**src/rtl/hazard_pkg.sv**
```systemverilog
// Shared types and default sizes for the multi-cycle hazard unit.
package hazard_pkg;

  localparam int NSRC_DEF    = 3;
  localparam int RW_DEF      = 4;
  localparam int MUL_LAT_DEF = 3;
  localparam int SCW_DEF     = 16;
  localparam int CNT_W       = 4;

  // Forwarding select for one Execute-stage source operand.
  typedef enum logic [1:0] {
    FWD_RF = 2'b00,
    FWD_W  = 2'b01,
    FWD_M  = 2'b10
  } fwd_sel_t;

  // Multi-cycle occupancy state, derived from the residency counter.
  typedef enum logic [1:0] {
    MC_IDLE = 2'b00,
    MC_BUSY = 2'b01,
    MC_LAST = 2'b10
  } mc_state_t;

  // Counter value to state: 0 idle, 1 last cycle, anything larger busy.
  function automatic mc_state_t mc_decode(input logic [CNT_W-1:0] cnt);
    if (cnt == '0) begin
      return MC_IDLE;
    end else if (cnt == CNT_W'(1)) begin
      return MC_LAST;
    end else begin
      return MC_BUSY;
    end
  endfunction

endpackage

```
**src/rtl/hazard_unit_mc_fwd_match.sv**
```systemverilog
// Forwarding select for a single source operand: Memory beats Writeback,
// and the PC register is never taken from the bypass network.
import hazard_pkg::*;

module fwd_match #(
  parameter int RW = RW_DEF
) (
  input  logic [RW-1:0] src_reg,
  input  logic          src_use,
  input  logic [RW-1:0] dst_m,
  input  logic          wr_m,
  input  logic [RW-1:0] dst_w,
  input  logic          wr_w,
  output fwd_sel_t      sel
);

  localparam logic [RW-1:0] PC_REG = {RW{1'b1}};

  // Pick the youngest producing stage whose destination matches this source.
  always_comb begin
    sel = FWD_RF;
    if (src_use && (src_reg != PC_REG)) begin
      if (wr_m && (dst_m == src_reg)) begin
        sel = FWD_M;
      end else if (wr_w && (dst_w == src_reg)) begin
        sel = FWD_W;
      end
    end
  end

endmodule

```
**src/rtl/hazard_unit_mc.sv**
```systemverilog
// Pipeline hazard unit with operand forwarding, load-use stall, a
// multi-cycle Execute occupancy counter, branch/PC-write flushes and a
// saturating stall-cycle counter. Every output except StallCycles is
// combinational from the inputs and the occupancy counter.
import hazard_pkg::*;

module hazard_unit_mc #(
  parameter int NSRC    = NSRC_DEF,
  parameter int RW      = RW_DEF,
  parameter int MUL_LAT = MUL_LAT_DEF,
  parameter int SCW     = SCW_DEF
) (
  input  logic                 clk,
  input  logic                 reset,
  input  logic [NSRC*RW-1:0]   SrcRegD,
  input  logic [NSRC*RW-1:0]   SrcRegE,
  input  logic [NSRC-1:0]      SrcUseD,
  input  logic [NSRC-1:0]      SrcUseE,
  input  logic [RW-1:0]        DstRegE,
  input  logic [RW-1:0]        DstRegM,
  input  logic [RW-1:0]        DstRegW,
  input  logic                 RegWriteE,
  input  logic                 RegWriteM,
  input  logic                 RegWriteW,
  input  logic                 MemtoRegE,
  input  logic                 MultiE,
  input  logic                 BranchTakenE,
  input  logic                 PCWrPendingF,
  input  logic                 PCSrcW,
  output logic [2*NSRC-1:0]    ForwardE,
  output logic                 StallF,
  output logic                 StallD,
  output logic                 StallE,
  output logic                 FlushD,
  output logic                 FlushE,
  output logic                 FlushM,
  output logic [SCW-1:0]       StallCycles,
  output logic [CNT_W-1:0]     cnt_dbg
);

  // A multi-cycle op only stalls when it needs more than one Execute cycle.
  localparam bit                MUL_MULTI = (MUL_LAT > 1);
  localparam logic [CNT_W-1:0]  MUL_INIT  = CNT_W'(MUL_LAT - 1);
  localparam logic [SCW-1:0]    SC_MAX    = {SCW{1'b1}};

  logic [CNT_W-1:0] cnt_q, cnt_d;
  logic [SCW-1:0]   sc_q, sc_d;
  mc_state_t        mc_state;
  logic             mul_stall;
  logic             ldr_stall;
  logic             br_q;
  fwd_sel_t         fwd_sel [NSRC];

  // One forwarding comparator per Execute source.
  for (genvar i = 0; i < NSRC; i++) begin : g_fwd
    fwd_match #(.RW(RW)) u_fwd_match (
      .src_reg (SrcRegE[i*RW +: RW]),
      .src_use (SrcUseE[i]),
      .dst_m   (DstRegM),
      .wr_m    (RegWriteM),
      .dst_w   (DstRegW),
      .wr_w    (RegWriteW),
      .sel     (fwd_sel[i])
    );
    assign ForwardE[2*i +: 2] = fwd_sel[i];
  end

  // Load-use: a Decode source needs the register the Execute load produces.
  always_comb begin
    ldr_stall = 1'b0;
    for (int i = 0; i < NSRC; i++) begin
      if (SrcUseD[i] && (SrcRegD[i*RW +: RW] == DstRegE)) begin
        ldr_stall = 1'b1;
      end
    end
    ldr_stall = ldr_stall & MemtoRegE & RegWriteE;
  end

  // State register: occupancy counter and stall-cycle counter.
  always_ff @(posedge clk) begin
    if (!reset) begin
      cnt_q <= '0;
      sc_q  <= '0;
    end else begin
      cnt_q <= cnt_d;
      sc_q  <= sc_d;
    end
  end

  // Next-state: load residency on a new multi-cycle op, then count down.
  always_comb begin
    mc_state = mc_decode(cnt_q);
    cnt_d    = cnt_q;
    case (mc_state)
      MC_IDLE: if (MultiE && MUL_MULTI) cnt_d = MUL_INIT;
      MC_BUSY: cnt_d = cnt_q - CNT_W'(1);
      MC_LAST: cnt_d = '0;
      default: cnt_d = '0;
    endcase
  end

  // Output decode: the op holds Execute until its final cycle.
  always_comb begin
    mul_stall = 1'b0;
    case (mc_state)
      MC_IDLE: mul_stall = MultiE & MUL_MULTI;
      MC_BUSY: mul_stall = MultiE;
      MC_LAST: mul_stall = 1'b0;
      default: mul_stall = 1'b0;
    endcase
  end

  // Pipeline-register controls; a held Execute register is never flushed.
  always_comb begin
    br_q   = BranchTakenE & ~mul_stall;
    StallE = mul_stall;
    FlushM = mul_stall;
    StallD = ldr_stall | mul_stall;
    StallF = StallD | PCWrPendingF;
    FlushD = br_q | (~StallD & (PCWrPendingF | PCSrcW));
    FlushE = ~mul_stall & (ldr_stall | br_q);
  end

  // Stall-cycle counter saturates instead of wrapping.
  always_comb begin
    sc_d = sc_q;
    if (StallD && (sc_q != SC_MAX)) begin
      sc_d = sc_q + SCW'(1);
    end
  end

  assign StallCycles = sc_q;
  assign cnt_dbg     = cnt_q;

endmodule

```
**config.mk**
```make
export PLATFORM = sky130hd
export DESIGN_NAME = hazard_unit_mc
export DESIGN_NICKNAME = d
export VERILOG_FILES = /design/src/rtl/hazard_pkg.sv /design/src/rtl/hazard_unit_mc_fwd_match.sv /design/src/rtl/hazard_unit_mc.sv
export SDC_FILE = /design/constraint.sdc
export NUM_CORES = 1
export LEC_CHECK = 0
export CAP_MARGIN = 20
export CORE_ASPECT_RATIO = 1.1
export CORE_MARGIN = 2
export CORE_UTILIZATION = 25
export DETAILED_ROUTE_END_ITERATION = 7
export PLACE_DENSITY = 0.59
export SETUP_SLACK_MARGIN = 0.02
export SYNTH_ARGS = -nofsm -noshare
export SYNTH_HDL_FRONTEND = slang
export SYNTH_SLANG_ARGS = --single-unit
```
**constraint.sdc**
```tcl
create_clock -name clk -period 2.5 [get_ports clk]
set_input_delay 0.375 -clock clk [delete_from_list [all_inputs] [get_ports clk]]
set_output_delay 0.375 -clock clk [all_outputs]
set_load 0.005 [all_outputs]
```
==> metrics.txt, run 1 <==
# TYPE chip_impl_metric gauge
chip_impl_metric{name="finish.net_count",unit=""} 360
chip_impl_metric{name="clock-skew-final",unit="ns"} 0.00207
chip_impl_info{name="timing_worst_setup_path_type",value="in2out"} 1
chip_impl_metric{name="viasPerCell",unit=""} 4.75
chip_impl_metric{name="final-max-slew-violation-count",unit=""} 0
chip_impl_metric{name="placementRows",unit=""} 30
chip_impl_info{name="synth_top_area_cell",value="sky130_fd_sc_hd__dfxtp_1"} 1
chip_impl_info{name="r2r_end",value="StallCycles[1]$_SDFFE_PN0P_"} 1
chip_impl_metric{name="antennaDiodeCount",unit=""} 0
chip_impl_metric{name="final.fill_count",unit=""} 647
chip_impl_metric{name="finalCritPeriodShare",unit=""} 0.962
chip_impl_metric{name="net_count_of_the_mapped_netlist",unit=""} 256
chip_impl_info{name="min_from",value="StallCycles[5]$_SDFFE_PN0P_"} 1
chip_impl_metric{name="dp_hpwl",unit="mm"} 3.71
chip_impl_metric{name="grt_util_all_layers",unit=""} 0.134
chip_impl_metric{name="htree_num_levels",unit=""} 1
chip_impl_metric{name="path_max_fanout",unit=""} 3
chip_impl_info{name="crit_path_top_delay_cell",value="sky130_fd_sc_hd__clkdlybuf4s50_1"} 1
chip_impl_metric{name="irDropWorstVdd",unit="mV"} 0.558
chip_impl_metric{name="maxSlewHeadroom",unit=""} 0.725
chip_impl_metric{name="mappedNetlistArea",unit="µm²"} 1600
chip_impl_info{name="critical_path.most_common_cell",value="sky130_fd_sc_hd__clkdlybuf4s50_1"} 1
chip_impl_metric{name="switching_share",unit=""} 0.320
chip_impl_info{name="final_common_cell",value="sky130_fd_sc_hd__clkdlybuf4s50_1"} 1
chip_impl_metric{name="cts.hold.buffers_added",unit=""} 0
chip_impl_info{name="netlist_top_cells_area",value="sky130_fd_sc_hd__dfxtp_1 25%, sky130_fd_sc_hd__xor2_1 11%, sky130_fd_sc_hd__xnor2_1 8.2%"} 1
chip_impl_info{name="worst_r2r_startpoint",value="cnt_dbg[1]$_SDFFE_PN0P_"} 1
chip_impl_metric{name="share_of_layout_cells_above_drive_strength_1",unit=""} 0.155
chip_impl_metric{name="globalplace.congestion",unit=""} 0.745
chip_impl_metric{name="io_pins",unit=""} 84
chip_impl_metric{name="tightestPinTransition",unit="ns"} 0.411
chip_impl_metric{name="post_drt_wl_per_cell",unit="µm"} 12.5
chip_impl_metric{name="postRouteAntennaNets",unit=""} 0
chip_impl_metric{name="synthesis.yosys.warnings",unit=""} 0
chip_impl_metric{name="power_leakage",unit="nW"} 1.11
chip_impl_metric{name="vias",unit=""} 1818
chip_impl_metric{name="floorplan.die.height",unit="µm"} 87.9
chip_impl_metric{name="timing.final.setup_violations",unit=""} 0
chip_impl_metric{name="cap_violations",unit=""} 0
chip_impl_metric{name="power.clock.fraction",unit=""} 0.205
chip_impl_metric{name="initial_utilization",unit=""} 0.258
chip_impl_info{name="critPathCaptureType",value="output port"} 1
chip_impl_metric{name="postLayoutSetupSlackWorst",unit="ns"} 0.0941
chip_impl_metric{name="worst_hold_path_stage_count",unit=""} 2
chip_impl_metric{name="ctsLongestPathBuffers",unit=""} 2
chip_impl_metric{name="yosysUniqueCellTypes",unit=""} 37
chip_impl_info{name="hold_path.class",value="reg2reg"} 1
chip_impl_info{name="cts_tree",value="yes"} 1
chip_impl_info{name="clock_root_buffer_master",value="sky130_fd_sc_hd__clkbuf_8"} 1
chip_impl_info{name="timing.critical_path.max_delay_family",value="buffers and inverters"} 1
chip_impl_info{name="run_status",value="finished clean"} 1
chip_impl_metric{name="route.final.wire_length",unit="mm"} 4.78
chip_impl_metric{name="power.net_switching",unit="mW"} 0.388
chip_impl_metric{name="grt_antenna_before_repair",unit=""} 0
chip_impl_info{name="start_kind",value="input port"} 1
chip_impl_metric{name="synth_largest_type_area_fraction",unit=""} 0.250
chip_impl_metric{name="synth.avg_cell_area",unit="µm²"} 8.00
chip_impl_metric{name="first_global_vias",unit=""} 1720
chip_impl_info{name="path_cells",value="clkdlybuf4s50_1, xor2_1, nor4_4, nor3_1, clkdlybuf4s50_1"} 1
chip_impl_metric{name="endpoint_required_time_on_the_critical_path",unit="ns"} 2.12
chip_impl_metric{name="yosys_register_bits",unit=""} 20
chip_impl_metric{name="coreArea",unit="µm²"} 6190
chip_impl_metric{name="sequential_cell_area",unit="µm²"} 400
chip_impl_metric{name="clk_pin_slew_worst_paths",unit="ns"} 0.07
chip_impl_metric{name="grt_max_degree",unit=""} 24
chip_impl_metric{name="cp.arrival",unit="ns"} 2.03
chip_impl_metric{name="fp.dieW",unit="µm"} 80.3
chip_impl_metric{name="crit_buf_inv",unit=""} 2
chip_impl_metric{name="ff2ff_setup_slack",unit="ns"} 0.55
chip_impl_metric{name="reg2reg_depth",unit=""} 9
chip_impl_info{name="hold_path_end",value="StallCycles[5]$_SDFFE_PN0P_"} 1
chip_impl_info{name="mostFrequentLayoutCells",value="69 x sky130_fd_sc_hd__clkdlybuf4s50_1, 22 x sky130_fd_sc_hd__buf_4, 21 x sky130_fd_sc_hd__xor2_1"} 1
chip_impl_metric{name="dieArea",unit="µm²"} 7060
chip_impl_metric{name="netlist_instances",unit=""} 200
chip_impl_metric{name="gr-total-overflow",unit=""} 0
chip_impl_metric{name="post-route-min-period",unit="ns"} 2.41
chip_impl_metric{name="worstSkewPairLatency",unit="ns"} 0.26
chip_impl_metric{name="multiInputGateArea",unit="µm²"} 1200
chip_impl_metric{name="report.final.hold_viol_count",unit=""} 0
chip_impl_metric{name="dr.pass1.iters",unit=""} 4
chip_impl_metric{name="clock_sinks",unit=""} 20
chip_impl_metric{name="route.detailed.drc",unit=""} 0
chip_impl_metric{name="place_worst_setup_slack",unit="ns"} -0.136
chip_impl_metric{name="area_delta_synth_final",unit="%"} 73.7
chip_impl_metric{name="cts-buffers-inserted",unit=""} 3
chip_impl_metric{name="power.share.sequential",unit=""} 0.325
chip_impl_metric{name="final-instance-count-excl-fill",unit=""} 383
chip_impl_info{name="setup_repair_after_global_routing_missed_its_margin",value="false"} 1
chip_impl_metric{name="iteration_0_drc_count_of_the_detailed_router",unit=""} 72
chip_impl_metric{name="synth_seq_area_share",unit=""} 0.250
chip_impl_metric{name="placement.io_buffers",unit=""} 83
chip_impl_metric{name="grt_first_pass_wirelength",unit="mm"} 7.75
chip_impl_metric{name="power_report.internal_total",unit="mW"} 0.824
chip_impl_metric{name="cp_slowest_stage_delay",unit="ns"} 0.56
chip_impl_metric{name="power-per-cell-area",unit="nW/µm²"} 436
chip_impl_metric{name="power_frac_comb",unit=""} 0.470
chip_impl_metric{name="post-place-cells",unit=""} 374
chip_impl_metric{name="achievable-frequency",unit="MHz"} 416
Yosys cell counts, drive strengths merged:
library cell	n
xnor2	15
o21a	1
a211oi	3
clkbuf	2
o211ai	1
or2b	1
mux2i	7
nor4	5
dfxtp	20
nand4	11
o41ai	1
ha	4
nor2	9
nor3b	1
and4	4
and3	6
xor2	21
nand3	11
o221a	1
or4	1
or4b	1
nand2	16
nor3	8
or3	9
o21ai	9
and2	1
o31ai	1
nor2b	1
a21oi	10
nand2b	8
inv	6
and2b	1
buf	4
worst max-delay path by stage:
| stage | from | endpoint | cells after the start |
|---|---|---|---|
| floorplan | cnt_dbg[0]$_SDFFE_PN0P_ | StallF | 7 |
| global placement | DstRegE[3] | StallF | 7 |
| detailed placement | DstRegE[0] | StallF | 7 |
| CTS | DstRegM[1] | ForwardE[5] | 6 |
| global route | SrcRegE[3] | ForwardE[0] | 6 |
| finish | SrcRegE[4] | ForwardE[2] | 5 |
cell type report:
class	instances	area share
inverters	6	0.00810
multi-input cells	168	0.430
clock buffers	4	0.0198
repair buffers	105	0.362
well taps	80	0.0360
flip-flops and latches	20	0.144
kinds of logic after synthesis:
logic type,after synthesis,share of synthesized area
XOR/XNOR,36,0.197
flip-flops,20,0.250
adder cells (fa/ha/maj),4,0.0313
AO/OA/AOI/OAI,27,0.100
AND/OR/NAND/NOR,94,0.335
multiplexers,7,0.0438
buffers and inverters,12,0.0422
worst min-delay path: stages (launching register included):
cell and delay, ns:
sky130_fd_sc_hd__dfxtp_1 0.33, sky130_fd_sc_hd__nand2_1 0.06, sky130_fd_sc_hd__mux2i_1 0.05
metrics by stage:
stage | setup TNS [ns] | hold slack (ns) | util | area (µm²) | total power, mW
2_1_floorplan | 0 | 0.467 | - | 1600 | 0.651
3_3_place_gp | -0.281 | 0.467 | 0.422 | 2610 | 0.925
3_5_place_dp | -0.441 | 0.480 | 0.422 | 2610 | 0.925
4_1_cts | 0 | 0.491 | 0.437 | 2710 | 1.20
5_1_grt | 0 | 0.512 | 0.449 | 2780 | 1.31
6_report | 0 | 0.487 | 0.449 | 2780 | 1.21
power groups by stage:
| stage | Sequential [mW] | Clock, mW | Combinational, mW |
|---|---|---|---|
| global route | 0.400 | 0.271 | 0.639 |
| floorplan | 0.400 | 0 | 0.251 |
| CTS | 0.392 | 0.258 | 0.550 |
| global placement | 0.396 | 0 | 0.529 |
| detailed placement | 0.396 | 0 | 0.530 |
| finish | 0.393 | 0.249 | 0.569 |
registers in the layout (all words and copies together), names as in the netlist:
signal,count
StallCycles,16
cnt_dbg,4
layer usage:
metal  routed length, µm  up-vias  GRT usage
li1                    -      924          -
met1                2170      838      0.178
met2                2360       54      0.234
met3                 221        2     0.0227
met4                  18        0     0.0139
met5                   0        -          0
timing repair:
action | CTS | global route
setup endpoints to repair | 5 | 7
gates resized for setup | 13 | 14
pin swaps | 3 | 12
buffers inserted | 3 | 2
gates cloned | 0 | 0
Note: power is estimated with default switching activity, not from simulation.
==> run 2: changes to the inputs <==
CAP_MARGIN = 5   (was 20)
DONT_BUFFER_PORTS = 1   (was default)
PLACE_DENSITY = 0.42   (was 0.59)
==> metrics.txt, run 2 (synthesis results as in run 1) <==
# TYPE chip_impl_metric gauge
chip_impl_metric{name="report.final.hold_viol_count",unit=""} 0
chip_impl_metric{name="ctsLongestPathBuffers",unit=""} 2
chip_impl_metric{name="design_area",unit="µm²"} 1750
chip_impl_metric{name="cap_violations",unit=""} 0
chip_impl_metric{name="iteration_0_drc_count_of_the_detailed_router",unit=""} 48
chip_impl_metric{name="placed_area",unit="µm²"} 1660
chip_impl_metric{name="ff2ff_setup_slack",unit="ns"} 0.45
chip_impl_metric{name="route.detailed.drc",unit=""} 0
chip_impl_metric{name="coreArea",unit="µm²"} 6190
chip_impl_metric{name="placementRows",unit=""} 30
chip_impl_metric{name="place_worst_setup_slack",unit="ns"} 0.263
chip_impl_info{name="path_cells",value="ha_1, inv_1, o41ai_4, and4_1, buf_4, inv_1"} 1
chip_impl_metric{name="totalNegativeSetupSlack",unit="ns"} 0
chip_impl_metric{name="grt_antenna_before_repair",unit=""} 0
chip_impl_info{name="final_common_cell",value="sky130_fd_sc_hd__xor2_1"} 1
chip_impl_metric{name="power-per-cell-area",unit="nW/µm²"} 582
chip_impl_metric{name="clk_pin_slew_worst_paths",unit="ns"} 0.08
chip_impl_metric{name="crit_buf_inv",unit=""} 3
chip_impl_metric{name="final.hold.worst_slack",unit="ns"} 0.249
chip_impl_metric{name="placement.io_buffers",unit=""} 0
chip_impl_info{name="critical_path.most_common_cell",value="sky130_fd_sc_hd__inv_1"} 1
chip_impl_metric{name="cp.arrival",unit="ns"} 1.91
chip_impl_metric{name="grt_max_degree",unit=""} 25
chip_impl_metric{name="viasPerCell",unit=""} 4.97
chip_impl_info{name="hold_path.class",value="in2reg"} 1
chip_impl_metric{name="cp_slowest_stage_delay",unit="ns"} 0.43
chip_impl_metric{name="clock_sinks",unit=""} 20
chip_impl_metric{name="clock-skew-final",unit="ns"} 0.00748
chip_impl_metric{name="finish.net_count",unit=""} 256
chip_impl_metric{name="cts.hold.buffers_added",unit=""} 0
chip_impl_metric{name="tightestPinTransition",unit="ns"} 0.478
chip_impl_metric{name="share_of_layout_cells_above_drive_strength_1",unit=""} 0.0804
chip_impl_metric{name="post_drt_wl_per_cell",unit="µm"} 13.9
chip_impl_metric{name="globalplace.congestion",unit=""} 0.811
chip_impl_metric{name="final.fill_count",unit=""} 687
chip_impl_metric{name="postCtsSetupRepairBufs",unit=""} 0
chip_impl_metric{name="power_leakage",unit="nW"} 0.606
chip_impl_metric{name="finalCritPeriodShare",unit=""} 0.914
chip_impl_metric{name="area_delta_synth_final",unit="%"} 9.54
chip_impl_metric{name="gr-total-overflow",unit=""} 0
chip_impl_metric{name="worst_hold_path_stage_count",unit=""} 1
chip_impl_info{name="critPathCaptureType",value="output port"} 1
chip_impl_info{name="min_from",value="reset"} 1
chip_impl_info{name="hold_path_end",value="StallCycles[8]$_SDFFE_PN0P_"} 1
chip_impl_metric{name="antennaDiodeCount",unit=""} 0
chip_impl_metric{name="dp_hpwl",unit="mm"} 3.18
chip_impl_info{name="timing.critical_path.max_delay_family",value="flip-flops"} 1
chip_impl_metric{name="maxSlewHeadroom",unit=""} 0.678
chip_impl_info{name="setup_repair_after_global_routing_missed_its_margin",value="false"} 1
chip_impl_metric{name="dieArea",unit="µm²"} 7060
chip_impl_metric{name="timing.final.setup_violations",unit=""} 0
chip_impl_info{name="r2r_end",value="StallCycles[1]$_SDFFE_PN0P_"} 1
chip_impl_metric{name="first_global_vias",unit=""} 1353
chip_impl_metric{name="irDropWorstVdd",unit="mV"} 0.389
chip_impl_metric{name="vias",unit=""} 1388
chip_impl_metric{name="htree_num_levels",unit=""} 1
chip_impl_metric{name="achievable-frequency",unit="MHz"} 438
chip_impl_info{name="timing_worst_setup_path_type",value="reg2out"} 1
chip_impl_metric{name="final-max-slew-violation-count",unit=""} 0
chip_impl_metric{name="multiInputGateArea",unit="µm²"} 1150
chip_impl_metric{name="grt_first_pass_wirelength",unit="mm"} 6.27
chip_impl_metric{name="postLayoutSetupSlackWorst",unit="ns"} 0.215
chip_impl_metric{name="cts-buffers-inserted",unit=""} 3
chip_impl_metric{name="flip_flop_count_of_the_largest_register_after_layout",unit=""} 16
chip_impl_info{name="crit_path_top_delay_cell",value="sky130_fd_sc_hd__dfxtp_1"} 1
chip_impl_metric{name="postRouteAntennaNets",unit=""} 0
chip_impl_info{name="cts_tree",value="yes"} 1
chip_impl_metric{name="sequential_cell_area",unit="µm²"} 400
chip_impl_metric{name="io_pins",unit=""} 84
chip_impl_metric{name="route.final.wire_length",unit="mm"} 3.88
chip_impl_metric{name="fp.dieW",unit="µm"} 80.3
chip_impl_metric{name="post-place-cells",unit=""} 275
chip_impl_metric{name="post-route-min-period",unit="ns"} 2.28
chip_impl_info{name="run_status",value="finished clean"} 1
chip_impl_metric{name="floorplan.die.height",unit="µm"} 87.9
chip_impl_metric{name="path_max_fanout",unit=""} 24
chip_impl_info{name="start_kind",value="flop"} 1
chip_impl_metric{name="final-instance-count-excl-fill",unit=""} 279
chip_impl_metric{name="dr.pass1.iters",unit=""} 4
chip_impl_metric{name="grt_util_all_layers",unit=""} 0.110
chip_impl_info{name="mostFrequentLayoutCells",value="21 x sky130_fd_sc_hd__xor2_1, 20 x sky130_fd_sc_hd__dfxtp_1, 16 x sky130_fd_sc_hd__nand2_1"} 1
chip_impl_info{name="worst_r2r_startpoint",value="cnt_dbg[0]$_SDFFE_PN0P_"} 1
chip_impl_metric{name="reg2reg_depth",unit=""} 7
chip_impl_metric{name="worstSkewPairLatency",unit="ns"} 0.26
chip_impl_metric{name="initial_utilization",unit=""} 0.258
chip_impl_metric{name="endpoint_required_time_on_the_critical_path",unit="ns"} 2.12
chip_impl_info{name="clock_root_buffer_master",value="sky130_fd_sc_hd__clkbuf_8"} 1
run 2: power breakdown:
part | leakage (nW) | switching [mW] | internal (mW)
clock network | 0.0357 | 0.112 | 0.214
logic | 0.407 | 0.148 | 0.136
registers | 0.162 | 0.0572 | 0.353
total | 0.606 | 0.317 | 0.703
run 2: final cells by class:
type                    count  share of cell area
multi-input cells         168               0.657
repair buffers              1             0.00428
inverters                   6              0.0128
flip-flops and latches     20               0.228
well taps                  80              0.0571
clock inverters             1              0.0171
clock buffers               3              0.0236
run 2: metrics by stage:
step                power, mW   util
global route             1.10  0.283
floorplan               0.651      -
finish                   1.02  0.283
CTS                      1.02  0.281
global placement        0.689  0.268
detailed placement      0.688  0.268
run 2: routing by layer:
layer / global-route usage / routed length, µm / part of all wire
met2: 0.195 / 2000 / 0.51
met3: 0.0392 / 257 / 0.066
met4: 0.0108 / 9 / 0.0023
met1: 0.132 / 1620 / 0.42
met5: 0 / 0 / 0
run 2: worst reg2reg max path, cell delays in order (launching register included):
cell and delay (ns):
sky130_fd_sc_hd__dfxtp_1 0.43, sky130_fd_sc_hd__ha_1 0.23, sky130_fd_sc_hd__inv_1 0.08, sky130_fd_sc_hd__o41ai_4 0.32, sky130_fd_sc_hd__and4_1 0.26, sky130_fd_sc_hd__buf_4 0.24, sky130_fd_sc_hd__and2b_2 0.27, sky130_fd_sc_hd__mux2i_1 0.11
run 2: worst max-delay path by stage:
stage	depth (start not counted)	end	slack, ns	startpoint
2_1_floorplan	7	StallF	0.38	cnt_dbg[0]$_SDFFE_PN0P_
4_1_cts	6	StallD	0.15	cnt_dbg[0]$_SDFFE_PN0P_
5_1_grt	6	StallD	0.04	cnt_dbg[0]$_SDFFE_PN0P_
3_3_place_gp	7	StallCycles[0]$_SDFFE_PN0P_	0.31	cnt_dbg[0]$_SDFFE_PN0P_
3_5_place_dp	7	StallCycles[1]$_SDFFE_PN0P_	0.26	cnt_dbg[0]$_SDFFE_PN0P_
6_report	6	StallD	0.22	cnt_dbg[0]$_SDFFE_PN0P_
run 2: what timing repair did:
item                                   in CTS  in global routing
endpoints found under the hold margin       0                  0
resized for setup                           1                  1
setup endpoints to repair                   1                  1
==> run 3: changes to the inputs <==
ABC_AREA = 1   (was default)
CAP_MARGIN = default   (was 5)
PLACE_DENSITY = 0.44   (was 0.42)
clock period = 2.1 ns   (was 2.5 ns; I/O delays follow)
==> metrics.txt, run 3 <==
# TYPE chip_impl_metric gauge
chip_impl_metric{name="io_pins",unit=""} 84
chip_impl_info{name="netlist_top_cells_area",value="sky130_fd_sc_hd__dfxtp_1 22%, sky130_fd_sc_hd__nand2_1 14%, sky130_fd_sc_hd__nor2_1 8.7%"} 1
chip_impl_metric{name="finalCritPeriodShare",unit=""} 0.892
chip_impl_metric{name="share_of_layout_cells_above_drive_strength_1",unit=""} 0.0872
chip_impl_metric{name="final_core_utilization",unit=""} 0.277
chip_impl_metric{name="initial_utilization",unit=""} 0.258
chip_impl_metric{name="post-place-cells",unit=""} 379
chip_impl_metric{name="clock_sinks",unit=""} 20
chip_impl_metric{name="cp.arrival",unit="ns"} 1.56
chip_impl_info{name="critPathCaptureType",value="output port"} 1
chip_impl_metric{name="grt_antenna_before_repair",unit=""} 0
chip_impl_info{name="synth_most_common_cell",value="sky130_fd_sc_hd__nand2_1"} 1
chip_impl_metric{name="power-per-cell-area",unit="nW/µm²"} 620
chip_impl_metric{name="dieArea",unit="µm²"} 7920
chip_impl_metric{name="ctsLongestPathBuffers",unit=""} 2
chip_impl_metric{name="postRouteAntennaNets",unit=""} 0
chip_impl_metric{name="final-instance-count-excl-fill",unit=""} 383
chip_impl_metric{name="placement.io_buffers",unit=""} 0
chip_impl_metric{name="irDropWorstVdd",unit="mV"} 0.483
chip_impl_metric{name="coreArea",unit="µm²"} 7010
chip_impl_metric{name="finish.net_count",unit=""} 355
chip_impl_info{name="start_kind",value="flop"} 1
chip_impl_metric{name="floorplan.die.height",unit="µm"} 93.1
chip_impl_metric{name="mappedNetlistArea",unit="µm²"} 1810
chip_impl_metric{name="clk_pin_slew_worst_paths",unit="ns"} 0.08
chip_impl_info{name="run_status",value="finished clean"} 1
chip_impl_metric{name="ff2ff_setup_slack",unit="ns"} 0.35
chip_impl_metric{name="synth_largest_type_area_fraction",unit=""} 0.222
chip_impl_metric{name="dr.pass1.iters",unit=""} 4
chip_impl_metric{name="flip_flop_count_of_the_largest_register_after_layout",unit=""} 16
chip_impl_info{name="mostFrequentLayoutCells",value="67 x sky130_fd_sc_hd__nand2_1, 42 x sky130_fd_sc_hd__nor2_1, 41 x sky130_fd_sc_hd__inv_1"} 1
chip_impl_info{name="clock_root_buffer_master",value="sky130_fd_sc_hd__clkbuf_8"} 1
chip_impl_metric{name="vias",unit=""} 1886
chip_impl_metric{name="dp_hpwl",unit="mm"} 3.80
chip_impl_info{name="cts_tree",value="yes"} 1
chip_impl_info{name="ys_top_cells_by_count",value="67 x sky130_fd_sc_hd__nand2_1, 42 x sky130_fd_sc_hd__nor2_1, 41 x sky130_fd_sc_hd__inv_1"} 1
chip_impl_metric{name="clock-skew-final",unit="ns"} 0.00165
chip_impl_info{name="hold_path.class",value="in2reg"} 1
chip_impl_metric{name="post-route-min-period",unit="ns"} 1.87
chip_impl_info{name="path_cells",value="inv_1, ha_1, o21ai_2, inv_1, o22ai_1"} 1
chip_impl_info{name="timing_worst_setup_path_type",value="reg2out"} 1
chip_impl_metric{name="path_max_fanout",unit=""} 6
chip_impl_metric{name="cp_slowest_stage_delay",unit="ns"} 0.43
chip_impl_metric{name="grt_max_degree",unit=""} 33
chip_impl_metric{name="fp.dieW",unit="µm"} 85.0
chip_impl_info{name="synth_top_area_cell",value="sky130_fd_sc_hd__dfxtp_1"} 1
chip_impl_metric{name="achievable-frequency",unit="MHz"} 534
chip_impl_metric{name="maxSlewHeadroom",unit=""} 0.703
chip_impl_metric{name="final-max-slew-violation-count",unit=""} 0
chip_impl_metric{name="viasPerCell",unit=""} 4.92
chip_impl_metric{name="totalNegativeSetupSlack",unit="ns"} 0
chip_impl_metric{name="grt_first_pass_wirelength",unit="mm"} 8.01
chip_impl_metric{name="htree_num_levels",unit=""} 1
chip_impl_metric{name="power_leakage",unit="nW"} 0.871
chip_impl_metric{name="timing.final.setup_violations",unit=""} 0
chip_impl_metric{name="cap_violations",unit=""} 0
chip_impl_metric{name="postLayoutSetupSlackWorst",unit="ns"} 0.228
chip_impl_info{name="synth_flop_cell",value="sky130_fd_sc_hd__dfxtp_1"} 1
chip_impl_metric{name="synthesis.yosys.warnings",unit=""} 0
chip_impl_info{name="crit_path_top_delay_cell",value="sky130_fd_sc_hd__dfxtp_1"} 1
chip_impl_metric{name="grt_util_all_layers",unit=""} 0.120
chip_impl_metric{name="report.final.hold_viol_count",unit=""} 0
chip_impl_metric{name="yosysUniqueCellTypes",unit=""} 33
chip_impl_info{name="setup_repair_after_global_routing_missed_its_margin",value="false"} 1
chip_impl_metric{name="antennaDiodeCount",unit=""} 0
chip_impl_metric{name="iteration_0_drc_count_of_the_detailed_router",unit=""} 66
chip_impl_metric{name="gr-total-overflow",unit=""} 0
chip_impl_info{name="critical_path.most_common_cell",value="sky130_fd_sc_hd__inv_1"} 1
chip_impl_metric{name="place_worst_setup_slack",unit="ns"} 0.351
chip_impl_info{name="final_common_cell",value="sky130_fd_sc_hd__nand2_1"} 1
chip_impl_metric{name="yosys_register_bits",unit=""} 20
chip_impl_metric{name="first_global_vias",unit=""} 1818
chip_impl_metric{name="synth_enable_flop_cells",unit=""} 0
chip_impl_metric{name="placementRows",unit=""} 32
chip_impl_metric{name="synth.avg_cell_area",unit="µm²"} 6.06
chip_impl_metric{name="cts-buffers-inserted",unit=""} 3
chip_impl_metric{name="postCtsSetupRepairBufs",unit=""} 0
chip_impl_metric{name="tightestPinTransition",unit="ns"} 0.441
chip_impl_metric{name="route.detailed.drc",unit=""} 0
chip_impl_metric{name="netlist_instances",unit=""} 298
chip_impl_metric{name="post_drt_wl_per_cell",unit="µm"} 12.3
chip_impl_metric{name="endpoint_required_time_on_the_critical_path",unit="ns"} 1.78
chip_impl_metric{name="area_delta_synth_final",unit="%"} 7.48
chip_impl_metric{name="synth_seq_area_share",unit=""} 0.222
chip_impl_metric{name="net_count_of_the_mapped_netlist",unit=""} 354
chip_impl_metric{name="worstSkewPairLatency",unit="ns"} 0.26
chip_impl_metric{name="synthArstFlopShare",unit=""} 0
chip_impl_metric{name="route.final.wire_length",unit="mm"} 4.73
chip_impl_metric{name="globalplace.congestion",unit=""} 0.860
-- run 3: report_power, final --
group          switching, mW  leakage, nW  internal (mW)
combinational          0.236        0.680          0.180
sequential            0.0596        0.163          0.426
clock                  0.135       0.0288          0.167
total                  0.430        0.871          0.773
-- run 3: worst paths after layout --
check / from / to / depth (start not counted)
setup / recovery: cnt_dbg[0]$_SDFFE_PN0P_ / FlushD / 5
hold / removal: reset / StallCycles[7]$_SDFFE_PN0P_ / 2
setup reg to reg: StallCycles[0]$_SDFFE_PN0P_ / StallCycles[11]$_SDFFE_PN0P_ / 10
hold reg to reg: cnt_dbg[0]$_SDFFE_PN0P_ / cnt_dbg[0]$_SDFFE_PN0P_ / 1
-- run 3: final cells by class --
type | count | area (µm²)
Clock buffer | 4 | 55.1
Timing Repair Buffer | 3 | 35.0
Sequential cell | 20 | 400
Inverter | 47 | 176
Multi-Input combinational cell | 224 | 1170
Fill cell | 804 | 5070
Tap cell | 85 | 106
-- run 3: critical path: cells and delay by family (launching register included) --
family	cells	cell delay, ns
AOI/OAI and AO/OA	2	0.41
adders and majority gates	1	0.24
buffers and inverters	2	0.22
DFF	1	0.43
-- run 3: repair_timing --
action	in CTS	in global routing
setup endpoints to repair	0	2
hold buffers	0	0
resized for setup	0	1
-- run 3: cell families after synthesis --
kind of cell	synth area share
and+or+nand+nor	0.405
buffers and inverters	0.134
AOI/OAI and AO/OA	0.148
DFF	0.222
xor gates and xnor gates	0.0631
adders and majority gates	0.0277
-- run 3: through the flow --
stage	hold slack (ns)	total power, mW	cell area, µm²
floorplan	0.485	0.836	1810
CTS	0.155	1.22	1940
detailed placement	0.442	0.909	1880
global placement	0.440	0.907	1880
global route	0.154	1.30	1940
finish	0.165	1.20	1940
-- run 3: per-layer routing --
metal / share of wire / up-vias / global-route usage
li1: - / 959 / -
met4: 0.013 / 0 / 0.0410
met5: 0 / - / 0
met1: 0.41 / 854 / 0.135
met2: 0.49 / 66 / 0.217
met3: 0.094 / 7 / 0.0327
